## src/rtl/seq_detector_pkg.sv

```systemverilog
// Package: seq_detector_pkg
// Purpose : Shared constants for the parametrised Moore serial-pattern detector.
//           Holds the default geometry (pattern width, reset pattern, counter
//           width) and the encoding of the overlap-mode select input.
// Ports   : none (package)
package seq_detector_pkg;

    localparam int         DEFAULT_PAT_W   = 3;
    localparam logic [2:0] DEFAULT_PATTERN = 3'b101;
    localparam int         DEFAULT_CNT_W   = 8;

    // Encoding of the overlap select input
    localparam logic MODE_NONOVERLAP = 1'b0;
    localparam logic MODE_OVERLAP    = 1'b1;

endpackage : seq_detector_pkg

```

## src/rtl/seq_detector_moore_param_if.sv

```systemverilog
// Interface: seq_detector_moore_param_if
// Purpose  : Groups the serial-line control/data signals and the detector
//            results so that the detector and its driver share one bundle.
// Signals  : en        - sample x on this edge
//            x         - serial input bit
//            overlap   - 1 = overlapping detection, 0 = restart after a match
//            pat_load  - load pat_in into the pattern register this edge
//            pat_in    - new pattern, MSB = first bit received
//            y         - registered Moore match flag
//            match_cnt - saturating detection count (0 when counter not built)
// Modports : master drives the controls, slave is the detector.
interface seq_detector_moore_param_if #(
    parameter int PAT_W = 3,
    parameter int CNT_W = 8
);

    logic             en;
    logic             x;
    logic             overlap;
    logic             pat_load;
    logic [PAT_W-1:0] pat_in;
    logic             y;
    logic [CNT_W-1:0] match_cnt;

    modport master (
        output en, x, overlap, pat_load, pat_in,
        input  y, match_cnt
    );

    modport slave (
        input  en, x, overlap, pat_load, pat_in,
        output y, match_cnt
    );

endinterface : seq_detector_moore_param_if

```

## src/rtl/seq_sat_counter.sv

```systemverilog
// Module : seq_sat_counter
// Purpose: Saturating up-counter with synchronous clear. Counts inc pulses
//          and sticks at all-ones; clr has priority over inc.
// Ports  : clk_i  - rising-edge clock
//          rst_ni - asynchronous reset, active-low
//          inc_i  - increment request
//          clr_i  - synchronous clear
//          cnt_o  - registered count value
module seq_sat_counter #(
    parameter int CNT_W = 8
) (
    input  logic             clk_i,
    input  logic             rst_ni,
    input  logic             inc_i,
    input  logic             clr_i,
    output logic [CNT_W-1:0] cnt_o
);

    localparam logic [CNT_W-1:0] CNT_MAX = {CNT_W{1'b1}};

    logic [CNT_W-1:0] cnt_q;
    logic [CNT_W-1:0] cnt_d;

    // Next-count logic: clear first, then saturating increment
    always_comb begin
        cnt_d = cnt_q;
        if (clr_i) begin
            cnt_d = {CNT_W{1'b0}};
        end else if (inc_i && (cnt_q != CNT_MAX)) begin
            cnt_d = cnt_q + {{(CNT_W-1){1'b0}}, 1'b1};
        end else begin
            cnt_d = cnt_q;
        end
    end

    // Count register
    always_ff @(posedge clk_i or negedge rst_ni) begin
        if (!rst_ni) begin
            cnt_q <= {CNT_W{1'b0}};
        end else begin
            cnt_q <= cnt_d;
        end
    end

    assign cnt_o = cnt_q;

endmodule : seq_sat_counter

```

## src/rtl/seq_detector_moore_param.sv

```systemverilog
// Module : seq_detector_moore_param
// Purpose: Parametrised Moore serial-pattern detector. Shifts the serial bit
//          x into a history register on every enabled edge and flags y when
//          the last PAT_W bits equal a run-time programmable pattern.
//          Overlapping or non-overlapping detection is selected per edge.
// Ports  : clk - rising-edge clock
//          rst - asynchronous reset, active-low
//          bus - seq_detector_moore_param_if.slave (en, x, overlap,
//                pat_load, pat_in in; y, match_cnt out)
// Config : macro SEQ_DETECTOR_MATCH_CNT_EN builds the saturating match
//          counter; without it match_cnt is tied to zero.
module seq_detector_moore_param
    import seq_detector_pkg::*;
#(
    parameter int               PAT_W   = DEFAULT_PAT_W,
    parameter logic [PAT_W-1:0] PATTERN = DEFAULT_PATTERN,
    parameter int               CNT_W   = DEFAULT_CNT_W
) (
    input  logic                       clk,
    input  logic                       rst,
    seq_detector_moore_param_if.slave  bus
);

    // fill counts valid history bits 0..PAT_W
    localparam int               FILL_W    = $clog2(PAT_W + 1);
    localparam logic [FILL_W-1:0] FILL_FULL = FILL_W'(PAT_W);
    localparam logic [FILL_W-1:0] FILL_ONE  = FILL_W'(1);

    logic [PAT_W-1:0]  hist_q, hist_d;
    logic [FILL_W-1:0] fill_q, fill_d;
    logic [PAT_W-1:0]  pat_q,  pat_d;
    logic              y_q,    y_d;

    // Next-state logic; y is decoded from the next state so the registered
    // flag always equals (fill==PAT_W && hist==pattern) of the stored state.
    always_comb begin
        hist_d = hist_q;
        fill_d = fill_q;
        pat_d  = pat_q;
        if (bus.pat_load) begin
            // Loading a pattern wins over en and discards this edge's bit
            pat_d  = bus.pat_in;
            hist_d = {PAT_W{1'b0}};
            fill_d = {FILL_W{1'b0}};
        end else if (bus.en) begin
            hist_d = {hist_q[PAT_W-2:0], bus.x};
            if (y_q && (bus.overlap != MODE_OVERLAP)) begin
                // Non-overlapping: the bit after a match starts a fresh window
                fill_d = FILL_ONE;
            end else if (fill_q != FILL_FULL) begin
                fill_d = fill_q + FILL_ONE;
            end else begin
                fill_d = fill_q;
            end
        end else begin
            hist_d = hist_q;
            fill_d = fill_q;
            pat_d  = pat_q;
        end
        y_d = (fill_d == FILL_FULL) && (hist_d == pat_d);
    end

    // State and output registers
    always_ff @(posedge clk or negedge rst) begin
        if (!rst) begin
            hist_q <= {PAT_W{1'b0}};
            fill_q <= {FILL_W{1'b0}};
            pat_q  <= PATTERN;
            y_q    <= 1'b0;
        end else begin
            hist_q <= hist_d;
            fill_q <= fill_d;
            pat_q  <= pat_d;
            y_q    <= y_d;
        end
    end

    assign bus.y = y_q;

`ifdef SEQ_DETECTOR_MATCH_CNT_EN
    // Count only sampling edges that produce a match; held edges do not count
    logic cnt_inc_s;
    assign cnt_inc_s = bus.en && !bus.pat_load && y_d;

    seq_sat_counter #(
        .CNT_W (CNT_W)
    ) u_match_cnt (
        .clk_i  (clk),
        .rst_ni (rst),
        .inc_i  (cnt_inc_s),
        .clr_i  (bus.pat_load),
        .cnt_o  (bus.match_cnt)
    );
`else
    assign bus.match_cnt = {CNT_W{1'b0}};
`endif

endmodule : seq_detector_moore_param

```

## src/flat_wrapper.sv

```systemverilog
// flat-port wrapper written by rule: the top's interface ports become plain ports
module seq_detector_moore_param_flat import seq_detector_pkg::*;
#(
    parameter int               PAT_W   = DEFAULT_PAT_W,
    parameter logic [PAT_W-1:0] PATTERN = DEFAULT_PATTERN,
    parameter int               CNT_W   = DEFAULT_CNT_W
)
  (clk, rst, bus_en, bus_x, bus_overlap, bus_pat_load, bus_pat_in, bus_y, bus_match_cnt);
  seq_detector_moore_param_if #(.PAT_W(PAT_W), .CNT_W(CNT_W)) bus_i ();
  input  logic clk;
  input  logic rst;
  input wire logic [$bits(bus_i.en)-1:0] bus_en;
  input wire logic [$bits(bus_i.x)-1:0] bus_x;
  input wire logic [$bits(bus_i.overlap)-1:0] bus_overlap;
  input wire logic [$bits(bus_i.pat_load)-1:0] bus_pat_load;
  input wire logic [$bits(bus_i.pat_in)-1:0] bus_pat_in;
  output wire logic [$bits(bus_i.y)-1:0] bus_y;
  output wire logic [$bits(bus_i.match_cnt)-1:0] bus_match_cnt;
  assign bus_i.en = bus_en;
  assign bus_i.x = bus_x;
  assign bus_i.overlap = bus_overlap;
  assign bus_i.pat_load = bus_pat_load;
  assign bus_i.pat_in = bus_pat_in;
  assign bus_y = bus_i.y;
  assign bus_match_cnt = bus_i.match_cnt;
  seq_detector_moore_param #(.PAT_W(PAT_W), .PATTERN(PATTERN), .CNT_W(CNT_W)) u_core (.clk(clk), .rst(rst), .bus(bus_i));
endmodule
```

## config.mk

```make
export PLATFORM = sky130hd
export DESIGN_NAME = seq_detector_moore_param_flat
export DESIGN_NICKNAME = d
export VERILOG_FILES = /design/src/rtl/seq_detector_pkg.sv /design/src/rtl/seq_detector_moore_param_if.sv /design/src/rtl/seq_sat_counter.sv /design/src/rtl/seq_detector_moore_param.sv /design/src/flat_wrapper.sv
export SDC_FILE = /design/constraint.sdc
export NUM_CORES = 1
export LEC_CHECK = 0
export CAP_MARGIN = 20
export CORE_MARGIN = 2
export CORE_UTILIZATION = 37
export CTS_BUF_LIST = sky130_fd_sc_hd__clkbuf_8 sky130_fd_sc_hd__clkbuf_16
export CTS_CLUSTER_DIAMETER = 50
export CTS_CLUSTER_SIZE = 24
export DETAILED_ROUTE_END_ITERATION = 16
export HOLD_SLACK_MARGIN = 0.15
export PLACE_DENSITY = 0.68
export SLEW_MARGIN = 30
export SYNTH_ARGS = -nofsm -noshare
export SYNTH_HDL_FRONTEND = slang
export SYNTH_SLANG_ARGS = --single-unit
```

## constraint.sdc

```tcl
create_clock -name clk -period 1.3 [get_ports clk]
set_clock_uncertainty 0.2 [all_clocks]
set_input_delay 0.13 -clock clk [delete_from_list [all_inputs] [get_ports clk]]
set_output_delay 0.13 -clock clk [all_outputs]
set_load 0.03 [all_outputs]
```

==> impl_metrics.ini, run 1 <==
[run_status]
outcome = finished, final reports clean

[logic_synthesis]
yosysMostFrequentCell = buf_4
synth-main-ff-cell = dfrtp_1
synth_common_cells = buf_4 (8), dfrtp_1 (7), mux2i_1 (4), xnor2_1 (4)
synth_seq_cells = 9
async_reset_ff_share_pct = 100
syn_inst = 44
yosysTopAreaCellShare_pct = 34.6
synth_area_leaders = dfrtp_1 (35%), buf_4 (12%), dfstp_2 (10%)
avgSynthCellArea_um2 = 11.5
yosysSeqAreaShare_pct = 44.9
yosys_warnings = 0
netlist_area_um2 = 507
ys_types = 20
synth-edff-count = 0
yosysTopAreaCell = dfrtp_1

[clock_network]
cts-hold-fix-buffers = 1
cts_htree_levels = 1
numCtsBuffers = 3
clock_path_buffers = 2
clk_pin_slew_worst_paths_ns = 0.04
cts.sinks = 9
cts_root_buffer = clkbuf_8
cts_tree = yes
clk_latency_ns = 0.23

[sta]
max_freq_ghz = 0.773
finalCritPeriodShare_pct = 99.6
drv_slew = 0
hold_viol = 0
setup_tns_ns = 0
rsz0062_at_grt = true
setup_viol = 0
final.min_clock_period_ns = 1.29

[worst_setup_path]
r2r_cells = 3
worstSetupStartpoint = u_core.pat_q[2]
start_kind = flop
timing.rr.start = u_core.pat_q[2]
setup.worst_path.end_class = flop
reg2reg_to = u_core.bus.y
path_class = reg2reg
required_ns = 1.24
ff2ff_setup_slack_ns = 0.006
cp.arrival_ns = 1.23
crit_fanout = 3

[grt]
grt_antenna_before_repair = 0
grt-busiest-layer = met2
use_met1_pct = 13.6
grt.overflow.total = 0
grtUsageMet2_pct = 18.8
grt_pass1_wl_um = 1230
grtUsageMet3_pct = 3.26
grt_max_degree = 10
grt_pass1_vias = 302
grt_use_total_pct = 12.1

[floorplan]
die_y_um = 41.0
num_io_pins = 18
dieArea_um2 = 1680
start_util_pct = 39.4
die_w_um = 41.0
core_area_um2 = 1280
fp-row-count = 13

[route]
vias = 332
drtIter0Drc = 5
drc = 0
antenna_left = 0
detail_route.wl_per_cell_um = 10.2
routed_wl_um = 756
vias_per_cell = 4.49
drtPass1Iterations = 4

[place]
dp_hpwl_um = 563
place_inst = 69
gp_congestion = 0.729
io_buffer_count = 9

[power]
peakVddDrop_mv = 0.538
pwr_density_cell_nw_per_um2 = 1190
leakage_uw = 0.000294

[final_layout]
drive_above_1_share_pct = 28.8
fin_util_pct = 50.1
stdcell_count = 74
final_nets = 69
syn_to_final_growth_pct = 27.2
diodes = 0

[run]
max-cap-violations = 0

[worst_hold_path]
hold_path_class = in2async
-- worst max-delay path: stages (launching register included) --
cell and delay [ns]:
dfstp_2 0.53, mux2i_1 0.09, xnor2_1 0.15, nor4_2 0.24
-- cell type report --
class | instances | area, um^2
clock buffer | 3 | 41.3
fill | 123 | 641
multi-input combinational | 32 | 230
timing repair buffer | 14 | 123
sequential | 9 | 228
clock inverter | 1 | 3.75
tap | 15 | 18.8
-- worst max path at each step --
stage | endpoint | slack (ns)
2_1_floorplan | u_core.bus.y | 0.05
3_3_place_gp | u_core.bus.y | -0.32
3_5_place_dp | u_core.bus.y | -0.36
4_1_cts | u_core.bus.y | -0.007
5_1_grt | u_core.bus.y | -0.06
6_report | u_core.bus.y | 0.006
-- layer usage --
layer	routed length [um]	part of all wire, %
met1	339	45
met3	71	9.4
met2	328	43
met4	17	2.2
met5	0	0
-- sequential cells by signal, indices dropped and copies added (netlist names) --
name / count
u_core.hist_q: 3
u_core.pat_q: 3
u_core.fill_q: 2
u_core.bus.y: 1
-- metrics by stage --
step           area, um^2  setup slack, ns  total power, uW  hold WS [ns]
2_1_floorplan         533           0.0518              432        -0.366
3_3_place_gp          594           -0.315              459         0.252
3_5_place_dp          594           -0.365              459         0.250
4_1_cts               654         -0.00731              784         0.192
5_1_grt               644          -0.0573              809        0.0907
6_report              644          0.00566              769        0.0644
-- what timing repair did --
action                                  CTS  global route
pin swaps                                 1             0
hold endpoints to repair                  7             7
resized for setup                         2             0
setup buffers                             1             0
endpoints found under the setup margin    2             3
-- power breakdown --
group / internal (uW) / switching [uW] / total (uW)
Clock: 205 / 107 / 313
Sequential: 304 / 14.0 / 317
Combinational: 67.5 / 71.1 / 139
Total: 576 / 193 / 769
-- layout by cell type (no fill, tap or decap) --
cell type | netlist | final
a21oi_1 | 1 | 1
buf_4 | 8 | 6
clkbuf_8 | 0 | 3
clkdlybuf4s50_1 | 0 | 5
conb_1 | 1 | 8
dfrtp_1 | 7 | 7
dfstp_2 | 2 | 2
dlygate4sd2_1 | 0 | 2
dlygate4sd3_1 | 0 | 1
inv_1 | 0 | 1
mux2_2 | 3 | 3
mux2i_1 | 4 | 4
mux2i_2 | 1 | 1
nand2_1 | 1 | 1
nand3_1 | 1 | 1
nand3b_1 | 1 | 1
nor2_1 | 3 | 3
nor2b_1 | 1 | 1
nor3b_1 | 1 | 1
nor4_2 | 1 | 1
o21ba_2 | 1 | 1
o31a_1 | 1 | 1
xnor2_1 | 4 | 4
-- cells by family after synthesis --
kind of cell	after synthesis	share of synthesized area (%)
other cells	1	0.740
simple gates	9	10.6
xor+xnor	4	6.91
mux	8	17.3
flops	9	44.9
compound gates	3	4.69
buf+inv	10	14.8
No activity file was read; power rests on OpenSTA's default activity.
==> run 2, diff against run 1 <==
CORE_AREA = 2 2 39 41   (was not set)
CORE_MARGIN = not set   (was 2)
CORE_UTILIZATION = not set   (was 37)
CTS_BUF_LIST = sky130_fd_sc_hd__clkbuf_2 sky130_fd_sc_hd__clkbuf_4 sky130_fd_sc_hd__clkbuf_8   (was sky130_fd_sc_hd__clkbuf_8 sky130_fd_sc_hd__clkbuf_16)
DIE_AREA = 0 0 41 43   (was not set)
PLACE_DENSITY = 0.69   (was 0.68)
==> impl_metrics.ini, run 2 (same netlist as run 1, synthesis figures left out) <==
[place]
gp_congestion = 0.722
io_buffer_count = 9
place_inst = 70
place_area_um2 = 596
dp_hpwl_um = 635
pre_cts_ws_ns = -0.301

[sta]
setup_viol = 0
final.min_clock_period_ns = 1.28
drv_slew = 0
hold_viol = 0
max_freq_ghz = 0.779
setup_tns_ns = 0
finalCritPeriodShare_pct = 98.8
rsz0062_at_grt = true
worst_slack_ns = 0.0162

[worst_setup_path]
crit_fanout = 3
ff2ff_setup_slack_ns = 0.02
timing.rr.start = u_core.pat_q[2]
cp_slowest_stage_delay_ns = 0.56
cp.arrival_ns = 1.25
setup.worst_path.end_class = flop
r2r_cells = 3
path_class = reg2reg
required_ns = 1.27
crit_path_top_delay_cell = dfstp_2
reg2reg_to = u_core.bus.y
start_kind = flop
crit_path_cell_trace = xnor2_2, mux2i_1, nor4_2

[route]
detail_route.wl_per_cell_um = 10.6
routed_wl_um = 803
vias_per_cell = 4.42
vias = 336
drtIter0Drc = 3
drtPass1Iterations = 2
antenna_left = 0
drc = 0

[worst_hold_path]
hold_start = bus_pat_load
hold_path_depth = 2
min_to = u_core.fill_q[1]
hold_path_class = in2reg

[final_layout]
design_area_um2 = 654
seqCellArea_um2 = 228
fill_cells = 144
drive_above_1_share_pct = 30.0
multiInputGateArea_um2 = 238
syn_to_final_growth_pct = 29.1
top_regs = u_core.hist_q (3), u_core.pat_q (3), u_core.fill_q (2)
final_nets = 70
layout_commonest_cell = conb_1
mostFrequentLayoutCells = conb_1 (8), dfrtp_1 (7), clkdlybuf4s50_1 (5), buf_4 (5)
diodes = 0
stdcell_count = 76

[clock_network]
clk_pin_slew_worst_paths_ns = 0.06
clock_path_buffers = 2
clk_latency_ns = 0.25
cts_htree_levels = 1
cts_root_buffer = clkbuf_4
numCtsBuffers = 3
cts.sinks = 9
cts_tree = yes

[floorplan]
dieArea_um2 = 1760
num_io_pins = 18
die_w_um = 41
die_y_um = 43
start_util_pct = 36.6
core_area_um2 = 1380
fp-row-count = 14

[power]
pwr_density_cell_nw_per_um2 = 1060
leakage_uw = 0.000301
finalPower_uw = 692
peakVddDrop_mv = 0.632

[grt]
grt_max_degree = 10
grt_antenna_before_repair = 0
grt.overflow.total = 0
grt_pass1_vias = 322
grt_pass1_wl_um = 1320
grt_use_total_pct = 11.7

[run]
max-cap-violations = 0

[run_status]
outcome = finished, final reports clean
[run 2: cell count changes in the layout (fill, tap and decap cells not counted), sizes merged]
cell          before  now
buf                6    5
clkbuf             3    4
dlygate4sd2        2    1
dlygate4sd3        1    3
dlymetal6s2s       0    1
inv                1    0
[run 2: worst max-delay path: cells and delay by family (launching register included)]
family / cells / cell delay, ns
XOR/XNOR: 1 / 0.11
flip-flops: 1 / 0.56
multiplexers: 1 / 0.09
AND/OR/NAND/NOR: 1 / 0.23
[run 2: layout make-up]
| cell class | instances | share of cell area (%) |
|---|---|---|
| clock buffer | 4 | 4.59 |
| multi-input combinational | 32 | 36.3 |
| sequential | 9 | 34.8 |
| tap | 16 | 3.06 |
| timing repair buffer | 15 | 21.2 |
[run 2: repair_timing]
action                     CTS  global route
pin swaps                    2             1
setup endpoints to repair    1             7
hold buffers                 1             2
gates cloned                 0             0
resized for setup            1             2
buffers inserted             0             0
hold endpoints to repair     7            13
[run 2: worst max-delay path by stage]
stage | startpoint | endpoint | slack, ns
after floorplan | u_core.pat_q[2] | u_core.bus.y | 0.05
after global placement | bus_en | u_core.bus.y | -0.26
after detailed placement | bus_en | u_core.bus.y | -0.30
after CTS | u_core.pat_q[2] | u_core.bus.y | -0.01
after global routing | u_core.pat_q[2] | u_core.bus.y | -0.05
final | u_core.pat_q[2] | u_core.bus.y | 0.02
[run 2: stage by stage]
| stage | util [%] | hold WS [ns] |
|---|---|---|
| 2_1_floorplan | - | -0.366 |
| 3_3_place_gp | 43.0 | 0.248 |
| 3_5_place_dp | 43.0 | 0.252 |
| 4_1_cts | 45.8 | 0.278 |
| 5_1_grt | 47.3 | 0.0237 |
| 6_report | 47.3 | 0.00934 |
[run 2: where the power goes]
part | leakage [uW] | total (uW) | switching, uW | internal, uW
registers | 0.000114 | 320 | 17.1 | 303
logic | 0.000169 | 142 | 71.3 | 70.9
clock network | 0.0000184 | 230 | 91.2 | 139
total | 0.000301 | 692 | 180 | 512
[run 2: per-layer routing]
layer	vias to the layer above	GRT usage (%)	part of all wire, %
met5	-	0	0
met4	0	10.0	0
met3	0	1.57	5.4
met2	14	17.5	50
met1	158	13.9	44
li1	164	-	-
